## src/rtl/xm_mem_interface_if.sv

```systemverilog
// Bundle of the X-Makina control-side request signals and the external
// memory bus seen by xm_mem_interface. slave = the interface block, master = its environment.
interface xm_mem_interface_if #(
  parameter int WORD = 16
);
  logic            req_i;
  logic            we_i;
  logic            byteOp_i;
  logic            byteHi_i;
  logic            badMem_i;
  logic [WORD-2:0] addr_i;
  logic [WORD-1:0] wdata_i;

  logic [WORD-1:0] rdata_o;
  logic            done_o;
  logic            err_o;
  logic            busy_o;

  logic            mem_cs_o;
  logic            mem_we_o;
  logic [1:0]      mem_be_o;
  logic [WORD-2:0] mem_addr_o;
  logic [WORD-1:0] mem_wdata_o;
  logic [WORD-1:0] mem_rdata_i;
  logic            mem_ack_i;

  modport slave (
    input  req_i, we_i, byteOp_i, byteHi_i, badMem_i, addr_i, wdata_i,
    output rdata_o, done_o, err_o, busy_o,
    output mem_cs_o, mem_we_o, mem_be_o, mem_addr_o, mem_wdata_o,
    input  mem_rdata_i, mem_ack_i
  );

  modport master (
    output req_i, we_i, byteOp_i, byteHi_i, badMem_i, addr_i, wdata_i,
    input  rdata_o, done_o, err_o, busy_o,
    input  mem_cs_o, mem_we_o, mem_be_o, mem_addr_o, mem_wdata_o,
    output mem_rdata_i, mem_ack_i
  );
endinterface

```

## src/rtl/xm_mem_interface.sv

```systemverilog
// Registered request/acknowledge memory bus interface for the X-Makina datapath.
// Optional bus-cycle timeout is enabled by defining XM_MEMIF_TIMEOUT_EN.
module xm_mem_interface #(
  parameter int WORD    = 16,
  parameter int TIMEOUT = 15
) (
  input  logic              clk_i,
  input  logic              arst_i,
  xm_mem_interface_if.slave bus
);

  localparam int HALF = WORD / 2;

  localparam logic [1:0] S_IDLE = 2'd0;
  localparam logic [1:0] S_BUS  = 2'd1;
  localparam logic [1:0] S_RESP = 2'd2;

  if (TIMEOUT < 1 || TIMEOUT > 255) begin : g_bad_timeout
    $error("xm_mem_interface: TIMEOUT must be in 1..255");
  end

  logic [1:0]      state;
  logic            byte_op_q;
  logic            byte_hi_q;
  logic [WORD-1:0] rdata_q;
  logic            done_q;
  logic            err_q;
  logic            busy_q;
  logic            cs_q;
  logic            mem_we_q;
  logic [1:0]      be_q;
  logic [WORD-2:0] addr_q;
  logic [WORD-1:0] wdata_q;

  logic [1:0]      lane_be;
  logic [WORD-1:0] lane_wdata;
  logic [WORD-1:0] rd_aligned;
  logic            timeout_hit;

  // Byte writes replicate the low byte onto both lanes; the enables pick the lane.
  always_comb begin
    lane_be    = 2'b11;
    lane_wdata = bus.wdata_i;
    if (bus.byteOp_i) begin
      lane_be    = bus.byteHi_i ? 2'b10 : 2'b01;
      lane_wdata = {bus.wdata_i[HALF-1:0], bus.wdata_i[HALF-1:0]};
    end
  end

  always_comb begin
    rd_aligned = bus.mem_rdata_i;
    if (byte_op_q) begin
      rd_aligned = byte_hi_q ? {{HALF{1'b0}}, bus.mem_rdata_i[WORD-1:HALF]}
                             : {{HALF{1'b0}}, bus.mem_rdata_i[HALF-1:0]};
    end
  end

`ifdef XM_MEMIF_TIMEOUT_EN
  localparam logic [7:0] WAIT_LAST = 8'(TIMEOUT - 1);

  logic [7:0] wait_cnt;

  always_ff @(posedge clk_i or negedge arst_i) begin
    if (!arst_i) begin
      wait_cnt <= 8'd0;
    end else if (state != S_BUS) begin
      wait_cnt <= 8'd0;
    end else if (!bus.mem_ack_i) begin
      wait_cnt <= wait_cnt + 8'd1;
    end
  end

  // Ack is checked first in the FSM, so a same-edge ack still completes normally.
  assign timeout_hit = (state == S_BUS) && (wait_cnt == WAIT_LAST);
`else
  assign timeout_hit = 1'b0;
`endif

  always_ff @(posedge clk_i or negedge arst_i) begin
    if (!arst_i) begin
      state     <= S_IDLE;
      byte_op_q <= 1'b0;
      byte_hi_q <= 1'b0;
      rdata_q   <= '0;
      done_q    <= 1'b0;
      err_q     <= 1'b0;
      busy_q    <= 1'b0;
      cs_q      <= 1'b0;
      mem_we_q  <= 1'b0;
      be_q      <= 2'b00;
      addr_q    <= '0;
      wdata_q   <= '0;
    end else begin
      done_q <= 1'b0;
      err_q  <= 1'b0;
      case (state)
        S_IDLE: begin
          if (bus.req_i) begin
            busy_q <= 1'b1;
            if (bus.badMem_i) begin
              state   <= S_RESP;
              done_q  <= 1'b1;
              err_q   <= 1'b1;
              rdata_q <= '0;
            end else begin
              state     <= S_BUS;
              cs_q      <= 1'b1;
              mem_we_q  <= bus.we_i;
              be_q      <= lane_be;
              addr_q    <= bus.addr_i;
              wdata_q   <= lane_wdata;
              byte_op_q <= bus.byteOp_i;
              byte_hi_q <= bus.byteHi_i;
            end
          end
        end
        S_BUS: begin
          if (bus.mem_ack_i || timeout_hit) begin
            state    <= S_RESP;
            cs_q     <= 1'b0;
            mem_we_q <= 1'b0;
            be_q     <= 2'b00;
            done_q   <= 1'b1;
            if (bus.mem_ack_i) begin
              rdata_q <= mem_we_q ? '0 : rd_aligned;
            end else begin
              err_q   <= 1'b1;
              rdata_q <= '0;
            end
          end
        end
        S_RESP: begin
          state  <= S_IDLE;
          busy_q <= 1'b0;
        end
        default: begin
          state    <= S_IDLE;
          busy_q   <= 1'b0;
          cs_q     <= 1'b0;
          mem_we_q <= 1'b0;
          be_q     <= 2'b00;
        end
      endcase
    end
  end

  assign bus.rdata_o     = rdata_q;
  assign bus.done_o      = done_q;
  assign bus.err_o       = err_q;
  assign bus.busy_o      = busy_q;
  assign bus.mem_cs_o    = cs_q;
  assign bus.mem_we_o    = mem_we_q;
  assign bus.mem_be_o    = be_q;
  assign bus.mem_addr_o  = addr_q;
  assign bus.mem_wdata_o = wdata_q;

endmodule
```

## src/flat_wrapper.sv

```systemverilog
// flat-port wrapper written by rule: the top's interface ports become plain ports
module xm_mem_interface_flat 
#(
  parameter int WORD    = 16,
  parameter int TIMEOUT = 15
)
  (clk_i, arst_i, bus_req_i, bus_we_i, bus_byteOp_i, bus_byteHi_i, bus_badMem_i, bus_addr_i, bus_wdata_i, bus_rdata_o, bus_done_o, bus_err_o, bus_busy_o, bus_mem_cs_o, bus_mem_we_o, bus_mem_be_o, bus_mem_addr_o, bus_mem_wdata_o, bus_mem_rdata_i, bus_mem_ack_i);
  xm_mem_interface_if #(.WORD(WORD)) bus_i ();
  input  logic clk_i;
  input  logic arst_i;
  input wire logic [$bits(bus_i.req_i)-1:0] bus_req_i;
  input wire logic [$bits(bus_i.we_i)-1:0] bus_we_i;
  input wire logic [$bits(bus_i.byteOp_i)-1:0] bus_byteOp_i;
  input wire logic [$bits(bus_i.byteHi_i)-1:0] bus_byteHi_i;
  input wire logic [$bits(bus_i.badMem_i)-1:0] bus_badMem_i;
  input wire logic [$bits(bus_i.addr_i)-1:0] bus_addr_i;
  input wire logic [$bits(bus_i.wdata_i)-1:0] bus_wdata_i;
  output wire logic [$bits(bus_i.rdata_o)-1:0] bus_rdata_o;
  output wire logic [$bits(bus_i.done_o)-1:0] bus_done_o;
  output wire logic [$bits(bus_i.err_o)-1:0] bus_err_o;
  output wire logic [$bits(bus_i.busy_o)-1:0] bus_busy_o;
  output wire logic [$bits(bus_i.mem_cs_o)-1:0] bus_mem_cs_o;
  output wire logic [$bits(bus_i.mem_we_o)-1:0] bus_mem_we_o;
  output wire logic [$bits(bus_i.mem_be_o)-1:0] bus_mem_be_o;
  output wire logic [$bits(bus_i.mem_addr_o)-1:0] bus_mem_addr_o;
  output wire logic [$bits(bus_i.mem_wdata_o)-1:0] bus_mem_wdata_o;
  input wire logic [$bits(bus_i.mem_rdata_i)-1:0] bus_mem_rdata_i;
  input wire logic [$bits(bus_i.mem_ack_i)-1:0] bus_mem_ack_i;
  assign bus_i.req_i = bus_req_i;
  assign bus_i.we_i = bus_we_i;
  assign bus_i.byteOp_i = bus_byteOp_i;
  assign bus_i.byteHi_i = bus_byteHi_i;
  assign bus_i.badMem_i = bus_badMem_i;
  assign bus_i.addr_i = bus_addr_i;
  assign bus_i.wdata_i = bus_wdata_i;
  assign bus_rdata_o = bus_i.rdata_o;
  assign bus_done_o = bus_i.done_o;
  assign bus_err_o = bus_i.err_o;
  assign bus_busy_o = bus_i.busy_o;
  assign bus_mem_cs_o = bus_i.mem_cs_o;
  assign bus_mem_we_o = bus_i.mem_we_o;
  assign bus_mem_be_o = bus_i.mem_be_o;
  assign bus_mem_addr_o = bus_i.mem_addr_o;
  assign bus_mem_wdata_o = bus_i.mem_wdata_o;
  assign bus_i.mem_rdata_i = bus_mem_rdata_i;
  assign bus_i.mem_ack_i = bus_mem_ack_i;
  xm_mem_interface #(.WORD(WORD), .TIMEOUT(TIMEOUT)) u_core (.clk_i(clk_i), .arst_i(arst_i), .bus(bus_i));
endmodule
```

## config.mk

```make
export PLATFORM = sky130hd
export DESIGN_NAME = xm_mem_interface_flat
export DESIGN_NICKNAME = d
export VERILOG_FILES = /design/src/rtl/xm_mem_interface_if.sv /design/src/rtl/xm_mem_interface.sv /design/src/flat_wrapper.sv
export SDC_FILE = /design/constraint.sdc
export NUM_CORES = 1
export LEC_CHECK = 0
export BUFFER_PORTS_ARGS = -buffer_cell sky130_fd_sc_hd__buf_2
export CAP_MARGIN = 20
export CORE_AREA = 2 2 95 88
export DETAILED_ROUTE_END_ITERATION = 16
export DIE_AREA = 0 0 97 90
export PLACE_DENSITY = 0.67
export SLEW_MARGIN = 20
export SYNTH_ARGS = -nofsm -noshare
export SYNTH_HDL_FRONTEND = slang
export SYNTH_SLANG_ARGS = --single-unit
```

## constraint.sdc

```tcl
create_clock -name clk_i -period 2.9 [get_ports clk_i]
set_input_delay 0.58 -clock clk_i [delete_from_list [all_inputs] [get_ports clk_i]]
set_output_delay 0.58 -clock clk_i [all_outputs]
set_load 0.005 [all_outputs]
```

======== After elaboration in Yosys (flattened, before gate mapping) ========
Cells that the tools add are included.
storage, ports and cells
  input port bits ......................... 55
  logic and storage cells ................. 60
  bits in registers ....................... 58
  output and inout bits ................... 54
cells by class
  eq/ne operators ......................... 6
  mux-type cells .......................... 32
  bitwise logic cells ..................... 3
  reductions and logical operators ........ 7
operators with widths
  cell                  count
  $mux W16              6
  $pmux W16 S2          1
  $mux W2               8
  $mux W1               10
  $mux W8               1
  $ne A2 B2 Y1 const B  4
  $reduce_and A4 Y1     2
  $pmux W1 S3           2
  $pmux W2 S3           1
  $pmux W1 S2           2
  $pmux W2 S2           1
  $reduce_and A2 Y1     2
  $not A1 Y1            3
  $reduce_and A3 Y1     1
  $eq A2 B1 Y1 const B  1
  $eq A2 B2 Y1 const B  1
  $logic_not A2 Y1      1
  $reduce_bool A2 Y1    1

======== Depth between registers and ports, before layout ========
Gate-level depths: netlist of run 1.
  depth after elaboration ................. 5
  gate-level depth with buffers ........... 5
  depth with buffers taken out ............ 3

======== Worst setup path after synthesis of run 1 ========
No wires, ideal clock.
  path type ............................... in2reg
  from .................................... input port bus_badMem_i
  to ...................................... register u_core.addr_q[0], in the netlist u_core.bus.mem_addr_o[0]
  cell stages on the path ................. 3
  path buffers ............................ 1
  required time ........................... 2.775 ns
  arrival time ............................ 1.585 ns
  library setup time ...................... 0.125 ns
  path slack .............................. 1.190 ns
  path through ............................ nor4b_4 -> buf_6 -> mux2_2
between the ends
  cells in the longest elaborated chain, start to end .. 2
RTL lines
  element                      RTL line                 source
  from (decl)                  flat_wrapper.sv:15       input wire logic [$bits(bus_i.badMem_i)-1:0] bus_badMem_i;
  $not A1 Y1 (no line)         --
  $reduce_and A3 Y1 (no line)  --
  to (signal assigned)         xm_mem_interface.sv:110  addr_q <= bus.addr_i;
  to (decl)                    xm_mem_interface.sv:32   logic [WORD-2:0] addr_q;
No other way between the ends.
A chain may end at the register's enable or synchronous reset.

======== Final worst setup path of run 1 ========
  from .................................... register u_core.state[0]
  to ...................................... register u_core.addr_q[0], in the netlist u_core.bus.mem_addr_o[0]
between the ends
  cells in the longest elaborated chain, start to end .. 2
RTL lines
  element                      RTL line                 source
  from (decl)                  xm_mem_interface.sv:22   logic [1:0] state;
  from (signal assigned)       xm_mem_interface.sv:81   state <= S_IDLE;
  from (signal assigned)       xm_mem_interface.sv:101  state <= S_RESP;
  from (signal assigned)       xm_mem_interface.sv:106  state <= S_BUS;
  $logic_not A2 Y1             xm_mem_interface.sv:96   case (state)
  $reduce_and A3 Y1 (no line)  --
No other way between the ends.

==> flow_summary.yaml, run 1 <==
synthesis:
  post_synth.cell_area_avg_um2: 13.37
  ys_warn_count: 0
  seq_area_frac_synth_pct: 60.32
  synth_nets: 235
  synthTopCellsByArea: "dfrtp_1 (60%), mux2_2 (11%), mux2i_1 (11%)"
  netlist_instances: 180
  synth_top_area_cell: "dfrtp_1"
  synth_top_cell_area_share_pct: 60.32
  synth_seq_cells: 58
  syn_area_um2: 2406
  synthDistinctLibCells: 25
pwr:
  p_int_mw: 1.784
  p_per_area_nw_per_um2: 769.7
  combPwrFrac_pct: 26.7
  power.switching_mw: 0.7066
  clkPwrFrac_pct: 27.0
  leakagePower_nw: 1.700
  vdd_ir_drop_max_uv: 351.8
  p_seq_share_pct: 46.3
  power.share.switching_pct: 28.37
route:
  post_drt_wl_per_cell_um: 13.04
  vias: 1795
  dr.pass1.iters: 4
  drt-initial-drc-count: 48
  via_per_inst: 4.488
  drt_wl_total_mm: 5.215
  final_antenna_net_count: 0
  drc: 0
placed_design:
  port_buffers: 108
  place_area_um2: 3053
  place_congestion: 0.7180
  dp_hpwl_mm: 3.810
floorplan:
  start_util_pct: 30.86
  die_w_um: 97
  top_level_ports: 109
  coreArea_um2: 7796
  die_h_um: 90
  num_rows: 31
  die_area_um2: 8730
setup_path:
  worst-path-max-fanout: 27
  path_buf_inv: 1
  worstPathCellList: "nor4b_4 > buf_4 > mux2_2"
  regToRegSetupSlack_ns: 1.27
  slowest_delay_ns: 0.46
  r2r-start: "u_core.state[0]$_DFFE_PN0P_"
  endpoint_kind: "register"
  r2r_end: "u_core.bus.mem_addr_o[0]$_DFFE_PN0P_"
  cp_top_family: "flip-flops"
  crit_start: "u_core.state[0]$_DFFE_PN0P_"
  start_kind: "register"
  crit_type: "reg -> reg"
  arrival_ns: 1.84
  reg2reg_depth: 3
  cp_slowest_cell: "dfrtp_1"
  critPathRequiredTime_ns: 3.11
sta:
  rsz0062_at_grt: "false"
  max_clock_freq_ghz: 0.6122
  maxSlewHeadroom_pct: 42.04
  worst_pin_slew_ns: 0.8671
  finalSetupViolations: 0
  slew_viol_final: 0
  skew_ns: 0.005395
  hold_viol_final: 0
  hold_slack_ns: 0.1372
  finalSetupTns_ns: 0
  finalCritPeriodShare_pct: 56.33
  fin_crit_ns: 1.633
global_route:
  grt_pass1_vias: 1877
  grtUsageTotal_pct: 12.92
  top_usage_layer: "met2"
  grt_use_met3_pct: 6.765
  grt_pass1_wl_mm: 8.928
  antenna_found_initial: 0
  grt_start_max_net_pins: 46
  grt_remaining_overflow: 0
  grt_util_met1_pct: 15.37
  grtUsageMet2_pct: 20.54
cts:
  clk_pin_slew_ns: 0.06
  post_cts_buffers: 0
  cts_sinks: 58
  cts_root_buf: "clkbuf_8"
  clk_latency_ns: 0.33
  clockBufferDepth: 2
  cts.repair.resized: 0
  cts_tree: "done"
  htree_levels: 3
  hold_buffers: 0
  cts_made_buffers: 9
cells_and_area:
  diodes: 0
  finalInstanceArea_um2: 3236
  fin_util_pct: 41.50
  drive_above_1_share_pct: 51.50
  syn_to_final_growth_pct: 34.48
  fin_nets: 351
outcome:
  status: "finished clean"
run:
  maxCapViolCount: 0
hold_path:
  hp-class: "in -> async"
-- metal layers --
metal	part of all wire, %	vias to the layer above
met3	11	4
met2	46	78
met1	43	862
li1	-	851
met4	0.77	0
met5	0	-
-- cell usage after synthesis --
library cell,n
mux2_2,24
o21ai_0,1
a21o_1,1
nor4b_4,1
a32oi_1,1
mux2i_1,26
nor2b_1,1
mux2_1,1
clkbuf_1,1
a21oi_2,1
buf_2,2
nor2_1,10
nand2_1,11
or2_2,1
nor4b_2,1
o21bai_1,1
inv_1,14
a22o_1,1
buf_6,3
o2bb2ai_1,8
buf_4,1
and3_1,1
dfrtp_1,58
nand3b_1,1
a21oi_1,9
-- kinds of logic after synthesis --
group	after synthesis	share of synthesized area [%]
muxes	51	22.52
DFF	58	60.32
buffers and inverters	21	4.472
and+or+nand+nor	27	5.981
AOI/OAI and AO/OA	23	6.708
-- layout by cell type, fill, tap and decap left out --
master,instances
a21o_1,1
mux2_1,1
clkinv_2,2
buf_2,108
nor2_1,10
buf_4,4
and3_1,1
a22o_1,1
nand3b_1,1
o2bb2ai_1,8
a21oi_2,1
nor4b_4,1
inv_1,14
a32oi_2,1
o21ai_0,1
nand2_1,11
a21oi_1,9
or2_2,1
clkbuf_1,2
mux2i_1,26
o21bai_1,1
mux2_2,24
clkbuf_8,12
nor2b_1,1
dfrtp_1,58
nor4b_2,1
-- metrics by stage --
step	worst slack, ns	power (mW)	cells
5_1_grt	1.052	2.673	400
3_3_place_gp	1.125	1.833	384
6_report	1.267	2.491	400
3_5_place_dp	1.099	1.857	384
2_1_floorplan	1.190	1.510	180
4_1_cts	1.114	2.547	400
-- worst max-delay path by stage --
| stage | end | cells past startpoint |
|---|---|---|
| after floorplan | u_core.bus.mem_addr_o[0]$_DFFE_PN0P_ | 3 |
| final | u_core.bus.mem_addr_o[0]$_DFFE_PN0P_ | 3 |
| after CTS | u_core.bus.rdata_o[11]$_DFFE_PN0P_ | 3 |
| after detailed placement | u_core.bus.mem_wdata_o[4]$_DFFE_PN0P_ | 4 |
| after global placement | u_core.bus.mem_addr_o[1]$_DFFE_PN0P_ | 4 |
| after global routing | u_core.bus.rdata_o[14]$_DFFE_PN0P_ | 3 |
-- registers in the layout (all words and copies together) (netlist names) --
register	flops
u_core.bus.mem_wdata_o	16
u_core.bus.err_o	1
u_core.bus.mem_addr_o	15
u_core.bus.mem_be_o	2
u_core.bus.mem_we_o	1
u_core.state	2
u_core.byte_op_q	1
u_core.bus.mem_cs_o	1
u_core.bus.rdata_o	16
u_core.bus.busy_o	1
u_core.bus.done_o	1
u_core.byte_hi_q	1
-- cell type report --
type	instances	area [um2]
Fill cell	783	4561
Sequential cell	58	1451
Multi-Input combinational cell	101	854.6
Timing Repair Buffer	112	570.5
Clock buffer	14	172.7
Tap cell	99	123.9
Inverter	14	52.55
Clock inverter	2	10.01
-- power groups by stage --
stage               Clock (mW)  Combinational (mW)  Sequential (mW)
global placement             0               0.669             1.16
global route             0.739               0.744             1.19
CTS                      0.701               0.686             1.16
detailed placement           0               0.683             1.17
finish                   0.672               0.665             1.15
floorplan                    0               0.322             1.19
No activity file was read; power rests on OpenSTA's default activity.
==> inputs of run 2 (changes only) <==
--- a/config.mk
+++ b/config.mk
@@ -5,12 +5,13 @@
 export SDC_FILE = /design/constraint.sdc
 export NUM_CORES = 1
 export LEC_CHECK = 0
+export ABC_AREA = 1
 export BUFFER_PORTS_ARGS = -buffer_cell sky130_fd_sc_hd__buf_2
 export CAP_MARGIN = 20
-export CORE_AREA = 2 2 95 88
+export CORE_AREA = 2 2 98 90
 export DETAILED_ROUTE_END_ITERATION = 16
-export DIE_AREA = 0 0 97 90
-export PLACE_DENSITY = 0.67
+export DIE_AREA = 0 0 100 92
+export PLACE_DENSITY = 0.69
 export SLEW_MARGIN = 20
 export SYNTH_ARGS = -nofsm -noshare
 export SYNTH_HDL_FRONTEND = slang
==> constraint.sdc (replaced) <==
create_clock -name clk_i -period 1.5 [get_ports clk_i]
set_input_delay 0.3 -clock clk_i [delete_from_list [all_inputs] [get_ports clk_i]]
set_output_delay 0.3 -clock clk_i [all_outputs]
set_load 0.005 [all_outputs]
==> flow_summary.yaml, run 2 <==
outcome:
  status: "finished clean"
synthesis:
  synth_top_cell_area_share_pct: 56.56
  netlist_instances: 311
  synth_seq_cells: 58
  synth_edf_count: 0
  synthDistinctLibCells: 19
  ys_warn_count: 0
  synthTopCellsByArea: "dfrtp_1 (57%), nand2_1 (24%), nand3_1 (6.6%)"
  synth_most_common_cell: "nand2_1"
  synth_nets: 366
  synthFlopType: "dfrtp_1"
  synth_commonest_cells: "nand2_1 (161), dfrtp_1 (58), nand3_1 (34)"
  syn_area_um2: 2566
  seq_area_frac_synth_pct: 56.56
  synthArstFlopShare_pct: 100.0
  synth_top_area_cell: "dfrtp_1"
  post_synth.cell_area_avg_um2: 8.251
cts:
  cts_root_buf: "clkbuf_8"
  clk_pin_slew_ns: 0.07
  clk_latency_ns: 0.33
  cts_made_buffers: 9
  htree_levels: 3
  cts_tree: "done"
  post_cts_buffers: 0
  cts_sinks: 58
  clockBufferDepth: 2
cells_and_area:
  syn_to_final_growth_pct: 34.18
  drive_above_1_share_pct: 31.63
  layout_commonest_cell: "nand2_1"
  fin_nets: 480
  final_cell_mix: "nand2_1 (161), buf_2 (108), dfrtp_1 (58), nand3_1 (34), nor2_1 (17)"
  multi_input_area_um2: 980.9
  seqCellArea_um2: 1451
  diodes: 0
  fill_cells: 845
sta:
  skew_ns: 0.008546
  finalCritPeriodShare_pct: 89.71
  layout_setup_ws_ns: 0.1544
  worst_pin_slew_ns: 0.3666
  rsz0062_at_grt: "false"
  hold_viol_final: 0
  hold_slack_ns: 0.1578
  maxSlewHeadroom_pct: 75.56
  finalSetupViolations: 0
  slew_viol_final: 0
  fin_crit_ns: 1.346
  max_clock_freq_ghz: 0.7431
  finalSetupTns_ns: 0
pwr:
  p_per_area_nw_per_um2: 1458
  leakagePower_nw: 2.087
  vdd_ir_drop_max_uv: 608.4
hold_path:
  min_from: "bus_addr_i[10]"
  whs_endpoint: "u_core.bus.mem_addr_o[10]$_DFFE_PN0P_"
  hold_depth: 3
  hp-class: "in -> reg"
global_route:
  antenna_found_initial: 0
  grtUsageTotal_pct: 14.64
  grt_pass1_wl_mm: 10.72
  grt_start_max_net_pins: 45
  grt_use_met3_pct: 3.963
  grt_util_met1_pct: 18.99
  grtUsageMet2_pct: 23.31
  grt_pass1_vias: 2305
  grt_remaining_overflow: 0
  top_usage_layer: "met2"
placed_design:
  pre_cts_ws_ns: 0.1275
  dp_hpwl_mm: 4.647
  port_buffers: 108
  place_congestion: 0.8241
setup_path:
  critPathRequiredTime_ns: 1.76
  arrival_ns: 1.61
  crit_type: "reg -> reg"
  r2r_end: "u_core.bus.rdata_o[3]$_DFFE_PN0P_"
  worst-path-max-fanout: 18
  worstPathCellList: "inv_1 > nand3_4 > nand2_8 > nand3_1 > nand2_1"
  regToRegSetupSlack_ns: 0.15
  reg2reg_depth: 5
  cp_slowest_cell: "dfrtp_1"
  path_buf_inv: 1
  cp.depth: 5
  r2r-start: "u_core.state[1]$_DFFE_PN0P_"
  endpoint_kind: "register"
  cp_top_family: "simple AND/OR/NAND/NOR gates"
  start_kind: "register"
  slowest_delay_ns: 0.45
route:
  vias: 2400
  post_drt_wl_per_cell_um: 12.26
  drc: 0
  dr.pass1.iters: 4
  via_per_inst: 4.511
  drt-initial-drc-count: 96
  drt_wl_total_mm: 6.524
  final_antenna_net_count: 0
floorplan:
  start_util_pct: 30.81
  top_level_ports: 109
  coreArea_um2: 8328
  num_rows: 32
  die_h_um: 92
  die_w_um: 100
  die_area_um2: 9200
run:
  maxCapViolCount: 0
[run 2: cell types whose count changed in the layout (fill, tap and decap cells not counted), sizes merged, moves of 8 or more]
cell	before	now
a21oi	10	2
mux2	25	0
mux2i	26	0
nand2	11	163
nand3	0	36
nor2	10	19
o2bb2ai	8	0
[run 2: worst max path at each step]
stage / start / end / slack (ns)
floorplan: u_core.state[0]$_DFFE_PN0P_ / u_core.bus.mem_wdata_o[10]$_DFFE_PN0P_ / 0.30
global placement: u_core.state[1]$_DFFE_PN0P_ / u_core.bus.rdata_o[6]$_DFFE_PN0P_ / 0.18
detailed placement: u_core.state[1]$_DFFE_PN0P_ / u_core.bus.rdata_o[3]$_DFFE_PN0P_ / 0.13
CTS: u_core.state[1]$_DFFE_PN0P_ / u_core.bus.rdata_o[3]$_DFFE_PN0P_ / 0.11
global route: u_core.state[1]$_DFFE_PN0P_ / u_core.bus.rdata_o[15]$_DFFE_PN0P_ / 0.03
finish: u_core.state[1]$_DFFE_PN0P_ / u_core.bus.rdata_o[3]$_DFFE_PN0P_ / 0.15
[run 2: through the flow]
step	instances	instance area [um2]	util [%]	power (mW)
after CTS	532	3435	41.24	5.068
after global placement	515	3204	38.48	3.404
final	532	3443	41.35	5.021
after detailed placement	515	3204	38.48	3.442
after global routing	532	3443	41.35	5.347
after floorplan	311	2566	-	2.813
[run 2: cells by family after synthesis]
kind of cell	share of synthesized area (%)
AOI/OAI and AO/OA	1.073
and+or+nand+nor	36.81
buffers and inverters	5.558
DFF	56.56
[run 2: final cells by class]
cell class	instances	area share, %
clock buffers	12	4.215
inverters	16	1.817
clock inverters	4	2.180
well taps	102	3.706
flip-flops and latches	58	42.15
multi-input cells	226	28.49
repair buffers	114	17.44
[run 2: timing repair]
action	in CTS	in global routing
endpoints found under the setup margin	0	6
gates resized for setup	0	1
hold buffers	1	0
hold endpoints to repair	14	0
[run 2: worst register-to-register path, delay by kind of cell (launching register included)]
| family | cells | cell delay [ns] |
|---|---|---|
| simple gates | 4 | 0.67 |
| flops | 1 | 0.45 |
| buf+inv | 1 | 0.17 |
[run 2: where the power goes]
part	leakage, nW	internal [mW]	switching (mW)
clock network	0.103	0.982	0.629
registers	0.746	1.95	0.230
logic	1.24	0.547	0.681
total	2.09	3.48	1.54
[run 2: layer usage]
| metal | vias up | part of all wire (%) |
|---|---|---|
| met4 | 0 | 1.5 |
| met1 | 1130 | 46 |
| li1 | 1191 | - |
| met5 | - | 0 |
| met3 | 12 | 5.6 |
| met2 | 67 | 47 |
==> inputs of run 3 (changes only) <==
--- a/config.mk
+++ b/config.mk
@@ -7,11 +7,11 @@
 export LEC_CHECK = 0
 export ABC_AREA = 1
 export BUFFER_PORTS_ARGS = -buffer_cell sky130_fd_sc_hd__buf_2
-export CAP_MARGIN = 20
+export CAP_MARGIN = 40
 export CORE_AREA = 2 2 98 90
 export DETAILED_ROUTE_END_ITERATION = 16
 export DIE_AREA = 0 0 100 92
-export PLACE_DENSITY = 0.69
+export PLACE_DENSITY = 0.67
 export SLEW_MARGIN = 20
 export SYNTH_ARGS = -nofsm -noshare
 export SYNTH_HDL_FRONTEND = slang
==> constraint.sdc (replaced) <==
create_clock -name clk_i -period 1.7 [get_ports clk_i]
set_input_delay 0.34 -clock clk_i [delete_from_list [all_inputs] [get_ports clk_i]]
set_output_delay 0.34 -clock clk_i [all_outputs]
set_load 0.005 [all_outputs]
==> flow_summary.yaml, run 3 (same netlist as run 2, synthesis figures left out) <==
route:
  drt_wl_total_mm: 6.140
  final_antenna_net_count: 0
  post_drt_wl_per_cell_um: 11.56
  via_per_inst: 4.418
  dr.pass1.iters: 4
  drc: 0
  drt-initial-drc-count: 81
  vias: 2346
cts:
  cts.repair.resized: 0
  cts_root_buf: "clkbuf_8"
  cts_tree: "done"
  clockBufferDepth: 2
  clk_latency_ns: 0.33
  cts_made_buffers: 9
  cts_sinks: 58
  htree_levels: 3
  clk_pin_slew_ns: 0.07
  hold_buffers: 1
  post_cts_buffers: 0
setup_path:
  arrival_ns: 1.66
  worst-path-max-fanout: 33
  regToRegSetupSlack_ns: 0.31
  critPathRequiredTime_ns: 1.97
  endpoint_kind: "register"
  worstPathCellList: "nor2_4 > nand3b_4 > inv_4 > nand2_1 > nand2_1"
  cp_slowest_cell: "dfrtp_1"
  cp_common_cell: "nand2_1"
  slowest_delay_ns: 0.48
  start_kind: "register"
  crit_type: "reg -> reg"
placed_design:
  pre_cts_ws_ns: 0.3098
  dp_cells: 514
  port_buffers: 108
  dp_hpwl_mm: 4.393
  place_congestion: 0.8083
sta:
  finalSetupTns_ns: 0
  worst_pin_slew_ns: 0.3188
  slew_viol_final: 0
  hold_viol_final: 0
  finalSetupViolations: 0
  fin_crit_ns: 1.393
  skew_ns: 0.006209
  finalCritPeriodShare_pct: 81.95
  maxSlewHeadroom_pct: 78.62
  rsz0062_at_grt: "false"
  max_clock_freq_ghz: 0.7178
  layout_setup_ws_ns: 0.3069
pwr:
  p_total_mw: 4.160
  p_int_mw: 2.809
  vdd_ir_drop_max_uv: 408.4
  p_per_area_nw_per_um2: 1225
  clkPwrFrac_pct: 28.3
  combPwrFrac_pct: 25.4
  leakagePower_nw: 2.061
  power.share.switching_pct: 32.48
  p_seq_share_pct: 46.3
  power.switching_mw: 1.351
cells_and_area:
  drive_above_1_share_pct: 31.93
  diodes: 0
  fin_util_pct: 40.79
  fin_nets: 479
  final_cells: 531
  layout_commonest_cell: "nand2_1"
  final_cell_mix: "nand2_1 (161), buf_2 (108), dfrtp_1 (58), nand3_1 (34), nor2_1 (17)"
  syn_to_final_growth_pct: 32.37
global_route:
  grt_remaining_overflow: 0
  grt_pass1_vias: 2129
  grt_pass1_wl_mm: 10.29
  antenna_found_initial: 0
  grt_start_max_net_pins: 59
  grtUsageTotal_pct: 14.01
run:
  maxCapViolCount: 0
hold_path:
  hp-class: "in -> reg"
floorplan:
  start_util_pct: 30.81
  num_rows: 32
  top_level_ports: 109
  die_h_um: 92
  coreArea_um2: 8328
  die_area_um2: 9200
  die_w_um: 100
outcome:
  status: "finished clean"
==> run 3: changes by cell type in the layout (fill, tap and decap cells not counted) <==
cell and delta:
clkinv_4 +1, clkbuf_8 +1, nand2_8 -1, buf_4 -1
clkbuf_1 -2, bufinv_16 -2, nand2_4 +1, clkinvlp_4 +2
==> run 3: final cells by class <==
cell class	instances	area, um2
clock buffer	11	151.4
fill	856	4931
timing repair buffer	113	593.1
clock inverter	5	38.79
multi-input combinational	226	972.2
tap	102	127.6
inverter	16	62.56
sequential	58	1451
==> run 3: power by group through the flow <==
stage | Combinational (mW) | Sequential, mW | Clock (mW)
final | 1.06 | 1.93 | 1.18
after CTS | 1.07 | 1.93 | 1.22
after global routing | 1.21 | 1.98 | 1.29
after global placement | 1.06 | 1.94 | 0
after floorplan | 0.516 | 1.97 | 0
after detailed placement | 1.07 | 1.94 | 0
==> run 3: final timing paths <==
path | startpoint | end | cells after the start
setup / recovery | u_core.state[0]$_DFFE_PN0P_ | u_core.bus.mem_addr_o[1]$_DFFE_PN0P_ | 5
hold / removal | bus_addr_i[9] | u_core.bus.mem_addr_o[9]$_DFFE_PN0P_ | 3
setup reg to reg | u_core.state[0]$_DFFE_PN0P_ | u_core.bus.mem_addr_o[1]$_DFFE_PN0P_ | 5
hold reg to reg | u_core.bus.mem_cs_o$_DFFE_PN0P_ | u_core.bus.mem_cs_o$_DFFE_PN0P_ | 2
max in group asynchronous | arst_i | u_core.bus.mem_addr_o[2]$_DFFE_PN0P_ | 3
min in group asynchronous | arst_i | u_core.bus.mem_addr_o[10]$_DFFE_PN0P_ | 3
==> run 3: per-layer routing <==
layer  part of all wire [%]  routed length [um]  up-vias  global-route usage (%)
met1                     49                2986     1063                   19.85
li1                       -                   -     1200                       -
met3                    6.5                 401        9                   3.430
met2                     43                2647       74                   20.27
met5                      0                   0        -                       0
met4                    1.7                 104        0                   6.164
==> run 3: critical path, delay by kind of cell (launching register included) <==
family                 cells  cell delay [ns]
and+or+nand+nor            4             0.55
DFF                        1             0.48
buffers and inverters      1             0.28
==> run 3: per-stage QoR <==
step,area (um2),hold slack (ns)
after detailed placement,3197,0.3728
final,3397,0.1949
after global placement,3197,0.3680
after floorplan,2566,0.04441
after global routing,3397,0.1858
after CTS,3397,0.1768
